[config.mk]
export PLATFORM = sky130hd
export DESIGN_NAME = pipeline_hazard_controller
export DESIGN_NICKNAME = d
export VERILOG_FILES = /design/src/rtl/pipeline_hazard_controller.sv
export SDC_FILE = /design/constraint.sdc
export NUM_CORES = 1
export LEC_CHECK = 0
export ABC_AREA = 1
export CAP_MARGIN = 40
export CORE_MARGIN = 3
export CORE_UTILIZATION = 39
export CTS_BUF_LIST = sky130_fd_sc_hd__clkbuf_4 sky130_fd_sc_hd__clkbuf_8 sky130_fd_sc_hd__clkbuf_16
export CTS_CLUSTER_SIZE = 28
export DETAILED_ROUTE_END_ITERATION = 16
export PLACE_DENSITY = 0.85
export SYNTH_ARGS = -nofsm -noshare
export SYNTH_HDL_FRONTEND = slang
export SYNTH_SLANG_ARGS = --single-unit
[constraint.sdc]
create_clock -name clk -period 2.3 [get_ports clk]
set_clock_uncertainty 0.2 [all_clocks]
set_input_delay 0.69 -clock clk [delete_from_list [all_inputs] [get_ports clk]]
set_output_delay 0.69 -clock clk [all_outputs]
set_load 0.01 [all_outputs]
[src/rtl/pipeline_hazard_controller.sv]
// Stall/flush/bubble controller for a 5-stage in-order pipeline with memory-wait timeout.
// Optional stall performance counter enabled by defining HAZARD_PERF_CNT_EN.
module pipeline_hazard_controller #(
  parameter int REG_ADDR_W   = 4,
  parameter int MEM_TIMEOUT  = 16,
  parameter int FLUSH_CYCLES = 2
) (
  input  logic                  clk,
  input  logic                  rst,
  input  logic                  id_valid,
  input  logic [REG_ADDR_W-1:0] id_ropa,
  input  logic                  id_ropa_is_reg,
  input  logic [REG_ADDR_W-1:0] id_ropb,
  input  logic                  id_ropb_is_reg,
  input  logic                  ex_valid,
  input  logic [REG_ADDR_W-1:0] ex_rd,
  input  logic                  ex_memrd,
  input  logic                  br_taken,
  input  logic                  mem_req,
  input  logic                  mem_ack,
  output logic                  stall_if,
  output logic                  stall_id,
  output logic                  stall_ex,
  output logic                  bubble_ex,
  output logic                  flush_id,
  output logic                  mem_timeout,
  output logic [1:0]            state,
  output logic [15:0]           stall_cnt
);

  typedef enum logic [1:0] {
    RUN      = 2'd0,
    MEM_WAIT = 2'd1,
    FLUSH    = 2'd2,
    ERROR    = 2'd3
  } state_e;

  // Register 15 denotes an immediate/zero operand and never carries a dependency.
  localparam logic [REG_ADDR_W-1:0] NO_REG      = REG_ADDR_W'(15);
  localparam logic [7:0]            TIMEOUT_VAL = 8'(MEM_TIMEOUT);
  localparam logic [2:0]            FLUSH_INIT  = 3'(FLUSH_CYCLES - 1);

  state_e     state_q, state_d;
  logic [7:0] wait_q, wait_d;
  logic [2:0] flush_q, flush_d;

  logic mem_stall, ropa_dep, ropb_dep, load_use, timeout_hit;
  logic stall_if_c, stall_id_c, stall_ex_c, bubble_c, flush_c;

  always_comb begin
    mem_stall   = mem_req & ~mem_ack;
    ropa_dep    = id_ropa_is_reg && (id_ropa == ex_rd);
    ropb_dep    = id_ropb_is_reg && (id_ropb == ex_rd);
    load_use    = (state_q == RUN) && !mem_stall && id_valid && ex_valid &&
                  ex_memrd && (ex_rd != NO_REG) && (ropa_dep || ropb_dep);
    timeout_hit = mem_stall && (wait_q == TIMEOUT_VAL - 8'd1);
  end

  always_comb begin
    state_d    = state_q;
    flush_d    = flush_q;
    wait_d     = mem_stall ? wait_q + 8'd1 : 8'd0;
    stall_if_c = 1'b0;
    stall_id_c = 1'b0;
    stall_ex_c = 1'b0;
    bubble_c   = 1'b0;
    flush_c    = 1'b0;

    case (state_q)
      RUN: begin
        if (mem_stall) begin
          stall_if_c = 1'b1;
          stall_id_c = 1'b1;
          stall_ex_c = 1'b1;
          state_d    = MEM_WAIT;
        end else if (load_use) begin
          stall_if_c = 1'b1;
          stall_id_c = 1'b1;
          bubble_c   = 1'b1;
        end else if (br_taken) begin
          flush_c = 1'b1;
          if (FLUSH_CYCLES > 1) begin
            state_d = FLUSH;
            flush_d = FLUSH_INIT;
          end
        end
      end
      MEM_WAIT: begin
        if (mem_stall) begin
          stall_if_c = 1'b1;
          stall_id_c = 1'b1;
          stall_ex_c = 1'b1;
        end else begin
          state_d = RUN;
        end
      end
      FLUSH: begin
        flush_c = 1'b1;
        // A memory stall freezes the flush sequence rather than consuming it.
        if (mem_stall) begin
          stall_if_c = 1'b1;
          stall_id_c = 1'b1;
          stall_ex_c = 1'b1;
        end else begin
          flush_d = flush_q - 3'd1;
          if (flush_q == 3'd1) state_d = RUN;
        end
      end
      ERROR: begin
        stall_if_c = 1'b1;
        stall_id_c = 1'b1;
        stall_ex_c = 1'b1;
        wait_d     = wait_q;
      end
      default: state_d = RUN;
    endcase

    if (state_q != ERROR && timeout_hit) state_d = ERROR;
  end

  always_ff @(posedge clk) begin
    if (rst) begin
      state_q <= RUN;
      wait_q  <= 8'd0;
      flush_q <= 3'd0;
    end else begin
      state_q <= state_d;
      wait_q  <= wait_d;
      flush_q <= flush_d;
    end
  end

  assign stall_if    = ~rst & stall_if_c;
  assign stall_id    = ~rst & stall_id_c;
  assign stall_ex    = ~rst & stall_ex_c;
  assign bubble_ex   = ~rst & bubble_c;
  assign flush_id    = ~rst & flush_c;
  assign mem_timeout = ~rst & (state_q == ERROR);
  assign state       = rst ? 2'd0 : state_q;

`ifdef HAZARD_PERF_CNT_EN
  logic [15:0] stall_cnt_q, stall_cnt_d;

  always_comb begin
    stall_cnt_d = stall_cnt_q;
    if (stall_id && stall_cnt_q != 16'hFFFF) stall_cnt_d = stall_cnt_q + 16'd1;
  end

  always_ff @(posedge clk) begin
    if (rst) stall_cnt_q <= 16'd0;
    else     stall_cnt_q <= stall_cnt_d;
  end

  assign stall_cnt = rst ? 16'd0 : stall_cnt_q;
`else
  assign stall_cnt = 16'd0;
`endif

endmodule

==> impl_metrics.json, run 1 <==
{
  "syn-instance-count": 182,
  "ys_ff_latch": 13,
  "design_area_um2": 1720,
  "chipHeight_um": 60.2,
  "synth_cell_type_count": 20,
  "clockBufferDepth": 2,
  "crit_chain": "buf_8, inv_2, nand2_1, nand2_1, nor2_1, nand3_1, nand2_1, nand2_2, nor2_4, a22o_1, buf_2",
  "grtUsageTotal_pct": 16.8,
  "num_vias": 1242,
  "cts-buffers-inserted": 3,
  "dr.pass1.iters": 4,
  "drive_gt1_share_pct": 39.7,
  "fin_crit_sh_pct": 111,
  "ys_seq_area_share_pct": 22.7,
  "fin_hold_ws_ns": 0.283,
  "coreArea_um2": 2780,
  "crit_top_cell": "nand2_1",
  "place_area_um2": 1590,
  "num_antenna_cells": 0,
  "cts_max_level": 1,
  "drv_slew": 0,
  "grt-ovfl-total": 0,
  "gp_congestion": 0.827,
  "worst-setup-path-type": "in -> out",
  "setup_viol": 6,
  "reg2reg_setup_slack_ns": 0.25,
  "r2r_cells": 12,
  "place_inst": 260,
  "min-delay-start": "wait_q[5]",
  "slowest_stage": "a22o_1",
  "clkSinkCount": 13,
  "hold_end": "wait_q[6]",
  "hpwl_mm": 2.23,
  "crit_arrival_ns": 1.66,
  "fmax_ghz": 0.392,
  "status": "finished with violations",
  "async_flop_share_pct": 0,
  "synth_area_per_cell_um2": 6.29,
  "synth_top_cell_area_share_pct": 22.7,
  "hp-class": "reg -> reg",
  "yosysTopAreaCell": "dfxtp_1",
  "endpoint_kind": "output port",
  "startpoint": "ex_rd[0]",
  "setup_tns_ns": -0.997,
  "drt_iter0_drc": 37,
  "reg2reg_from": "state_q[1]",
  "port_buffers": 29,
  "clk_latency_ns": 0.28,
  "dieArea_um2": 3620,
  "synth_area_leaders": "dfxtp_1 23%, nand2_1 14%, buf_4 11%",
  "viasPerCell": 4.55,
  "ys.flop_type": "dfxtp_1",
  "start_util_pct": 41.2,
  "drc": 0,
  "finalNetCount": 273,
  "cts_hold_buf": 0,
  "cp-start-kind": "input pin",
  "synthesis.area_um2": 1140,
  "num_rows": 19,
  "synthMostInstantiatedCell": "nand2_1",
  "wl_per_cell_um": 11.1,
  "antenna_found_initial": 0,
  "io_pins": 46,
  "period_minus_slack_ns": 2.55,
  "fin_ws_ns": -0.249,
  "cp_top_family": "simple AND/OR/NAND/NOR gates",
  "clk_pin_slew_ns": 0.09,
  "ir_worst_vdd_uv": 573,
  "synthToLayoutAreaGrowth_pct": 49.8,
  "pwr_density_cell_nw_per_um2": 699,
  "grt_pass1_wl_mm": 4.75,
  "synth_common_cells": "43 x nand2_1, 31 x nor2_1, 23 x inv_1, 17 x buf_4, 13 x dfxtp_1",
  "grt_max_degree": 8,
  "rsz0062_at_grt": "yes",
  "ys_warn_count": 0,
  "final_hold_viol_count": 0,
  "violations": "negative setup slack",
  "p_leak_uw": 0.000850,
  "cts-root-buf": "clkbuf_4",
  "routed_wl_mm": 3.03,
  "synth_edf_count": 0,
  "fillers": 238,
  "finalNonFillerCells": 273,
  "worstPathMaxFanout": 4,
  "drv_cap": 0,
  "grt_pass1_vias": 1133,
  "final_antenna_net_count": 0,
  "finalPower_uw": 1200,
  "reg2reg_to": "state_q[0]",
  "path_buf_inv": 3,
  "cp_data_required_time_ns": 1.41,
  "tritoncts": "built",
  "die_x_um": 60.2,
  "hold_depth": 2,
  "slowest_delay_ns": 0.14
}
==> stage by stage <==
step           util [%]  setup slack (ns)
4_1_cts            59.5            -0.215
2_1_floorplan         -            -0.173
3_3_place_gp       57.1             -1.13
6_report           61.7            -0.249
5_1_grt            61.7            -0.309
3_5_place_dp       57.1             -1.16
==> cell families (layout without fill, tap and decap cells) <==
group	count (synthesis)	after routing	synth area share, %
buffers and inverters	43	88	19.7
adders and majority gates	8	8	8.74
other	1	16	0.328
and+or+nand+nor	97	97	38.1
DFF	13	13	22.7
AOI/OAI and AO/OA	16	16	7.32
xor gates and xnor gates	4	4	3.06
==> what timing repair did <==
item	CTS	global route
pin swaps	26	10
gates resized for setup	119	20
endpoints found under the setup margin	8	8
buffers inserted	7	2
==> final cells by class <==
cell class	instances	area (um2)	area share, %
tap	31	38.8	2.26
timing repair buffer	58	489	28.5
clock buffer	4	30.0	1.75
multi-input combinational	141	777	45.3
sequential	13	263	15.3
inverter	26	118	6.86
==> where the power goes <==
| part | switching (uW) | leakage (uW) | total, uW | internal (uW) |
|---|---|---|---|---|
| Sequential | 24.4 | 0.000107 | 293 | 268 |
| Combinational | 381 | 0.000725 | 750 | 369 |
| Clock | 76.1 | 0.0000184 | 155 | 79.1 |
| Total | 482 | 0.000850 | 1200 | 717 |
==> sequential cells by signal, summed over array words and instances (netlist names) <==
| register | cells |
|---|---|
| flush_q | 3 |
| wait_q | 8 |
| state_q | 2 |
==> metal layers <==
metal | wire [um] | share of wire [%] | track usage, % | up-vias
li1 | - | - | - | 656
met1 | 1360 | 45 | 22.1 | 543
met2 | 1480 | 49 | 28.5 | 39
met3 | 166 | 5.5 | 3.46 | 4
met4 | 20 | 0.66 | 2.85 | 0
met5 | 0 | 0 | 0 | -
==> how the worst max path moves through the flow <==
stage                           to  slack [ns]  cells past startpoint
after floorplan           stall_if       -0.17                     10
after global placement    stall_id       -1.13                     11
after detailed placement  stall_id       -1.16                     11
after CTS                 stall_id       -0.22                     11
after global routing      stall_id       -0.31                     11
final                     stall_id       -0.25                     11
==> cell usage in the layout (no fill, tap or decap) <==
cell type	n
nor3b_2	1
buf_6	10
inv_4	3
xnor2_1	4
nor2_2	4
nand2_1	33
inv_2	8
nor2_1	27
inv_6	1
clkdlybuf4s50_1	1
clkbuf_4	4
a22o_1	1
a21oi_2	1
clkdlybuf4s15_1	2
nand2_2	10
a21oi_1	6
nor3_1	1
o21ai_0	7
dlygate4sd2_1	3
nor2_4	3
nand3_2	3
inv_8	1
clkbuf_2	1
nor3_2	2
clkdlybuf4s15_2	2
buf_2	9
ha_1	7
ha_4	1
buf_8	3
dfxtp_2	2
dfxtp_1	11
nand4_1	2
nand3_1	11
o21ai_1	1
buf_4	27
conb_1	16
inv_1	13
==> tightest hold or removal path: cells and delay by family (launching register included) <==
| family | cells | cell delay, ns |
|---|---|---|
| flops | 1 | 0.34 |
| compound gates | 1 | 0.05 |
| simple gates | 1 | 0.07 |
(Power assumes the default switching activity.)
==> run 2: changes to the inputs <==
--- a/config.mk
+++ b/config.mk
@@ -7,7 +7,7 @@
 export LEC_CHECK = 0
 export ABC_AREA = 1
 export CAP_MARGIN = 40
-export CORE_MARGIN = 3
+export CORE_MARGIN = 5
 export CORE_UTILIZATION = 39
 export CTS_BUF_LIST = sky130_fd_sc_hd__clkbuf_4 sky130_fd_sc_hd__clkbuf_8 sky130_fd_sc_hd__clkbuf_16
 export CTS_CLUSTER_SIZE = 28
==> run 2 against run 1 <==
- the flow still finishes with violations (negative setup slack)
- highest routed layer unchanged
- global-route usage fell by 2.4 points
- final area fell by 5.0%
- clock power rose by 4%
==> impl_metrics.json, run 2 (same netlist as run 1, synthesis figures left out) <==
{
  "mostFrequentLayoutCells": "35 x nand2_1, 29 x nor2_1, 21 x buf_4",
  "fin_hold_ws_ns": 0.287,
  "dr.pass1.iters": 5,
  "ir_worst_vdd_uv": 512,
  "worst-setup-path-type": "in -> out",
  "synthToLayoutAreaGrowth_pct": 42.3,
  "cts-root-buf": "clkbuf_4",
  "grt_pass1_wl_mm": 4.82,
  "final_hold_viol_count": 0,
  "final_common_cell": "nand2_1",
  "num_antenna_cells": 0,
  "wl_per_cell_um": 11.1,
  "finalPower_uw": 1170,
  "place_area_um2": 1570,
  "pwr_density_cell_nw_per_um2": 720,
  "cts_hold_buf": 0,
  "grt_max_degree": 8,
  "dieArea_um2": 4120,
  "cts-buffers-inserted": 3,
  "fmax_ghz": 0.399,
  "grt_pass1_vias": 1148,
  "chipHeight_um": 64.2,
  "largest_register": "wait_q",
  "design_area_um2": 1630,
  "reg_top3": "wait_q (8), flush_q (3), state_q (2)",
  "drive_gt1_share_pct": 35.0,
  "gp_congestion": 0.848,
  "clkSinkCount": 13,
  "start_util_pct": 41.2,
  "num_vias": 1227,
  "p_leak_uw": 0.000808,
  "coreArea_um2": 2780,
  "die_x_um": 64.2,
  "io_pins": 46,
  "drv_cap": 0,
  "cts_max_level": 1,
  "routed_wl_mm": 2.94,
  "tritoncts": "built",
  "hp-class": "reg -> reg",
  "setup_viol": 4,
  "cp-start-kind": "input pin",
  "largest_reg_flops": 8,
  "status": "finished with violations",
  "drt_iter0_drc": 30,
  "setup_tns_ns": -0.740,
  "port_buffers": 29,
  "fin_ws_ns": -0.204,
  "final_antenna_net_count": 0,
  "cp_data_required_time_ns": 1.41,
  "period_minus_slack_ns": 2.50,
  "hpwl_mm": 2.24,
  "viasPerCell": 4.63,
  "grtUsageTotal_pct": 14.4,
  "fin_util_pct": 58.6,
  "clk_pin_slew_ns": 0.08,
  "violations": "negative setup slack",
  "drc": 0,
  "clk_latency_ns": 0.29,
  "grt-ovfl-total": 0,
  "fin_crit_sh_pct": 109,
  "fillers": 256,
  "worstPathMaxFanout": 3,
  "num_rows": 19,
  "antenna_found_initial": 0,
  "crit_arrival_ns": 1.61,
  "finalNetCount": 265,
  "rsz0062_at_grt": "yes",
  "endpoint_kind": "output port",
  "drv_slew": 0,
  "clockBufferDepth": 2
}
-- run 2: path summary, 6_finish.rpt --
| check | slack [ns] | start | cells past startpoint | end |
|---|---|---|---|---|
| hold reg to reg | 0.29 | wait_q[0] | 2 | wait_q[0] |
| setup / recovery | -0.20 | ex_rd[1] | 11 | flush_id |
| hold / removal | 0.29 | wait_q[0] | 2 | wait_q[0] |
| setup reg to reg | 0.36 | state_q[0] | 11 | state_q[0] |
-- run 2: per-stage QoR --
stage | setup slack (ns) | std cells
final | -0.204 | 265
after global routing | -0.298 | 265
after CTS | -0.195 | 264
after detailed placement | -1.19 | 258
after global placement | -1.16 | 258
after floorplan | -0.173 | 197
-- run 2: per-layer routing --
metal	GRT usage (%)	vias to the layer above	routed length (um)
li1	-	635	-
met1	17.1	550	1240
met2	23.6	38	1410
met3	3.50	4	217
met4	7.89	0	65
met5	0	-	0
-- run 2: area by class of cell --
type	count	area, um2	area share (%)
flip-flops and latches	13	263	16.1
repair buffers	50	413	25.3
inverters	26	115	7.07
multi-input cells	141	769	47.2
well taps	31	38.8	2.38
clock buffers	4	30.0	1.84
-- run 2: where the power goes --
part / switching (uW) / internal (uW) / total [uW] / leakage [uW]
Clock: 81.7 / 79.4 / 161 / 0.0000184
Combinational: 377 / 345 / 722 / 0.000683
Sequential: 22.5 / 268 / 290 / 0.000107
-- run 2: repair_timing --
item | 4_1_cts | 5_1_grt
endpoints found under the setup margin | 8 | 6
cloned | 0 | 0
resized for setup | 119 | 10
buffers inserted | 2 | 1
pin swaps | 30 | 3
-- run 2: critical path, stage by stage --
cell and delay, ns:
buf_8 0.10, inv_4 0.05, nand2_2 0.04, nand2_1 0.05, nor2_1 0.04, nand3_1 0.07
nand2_1 0.07, nand2_2 0.10, nand3_2 0.11, a21oi_2 0.14, buf_2 0.13
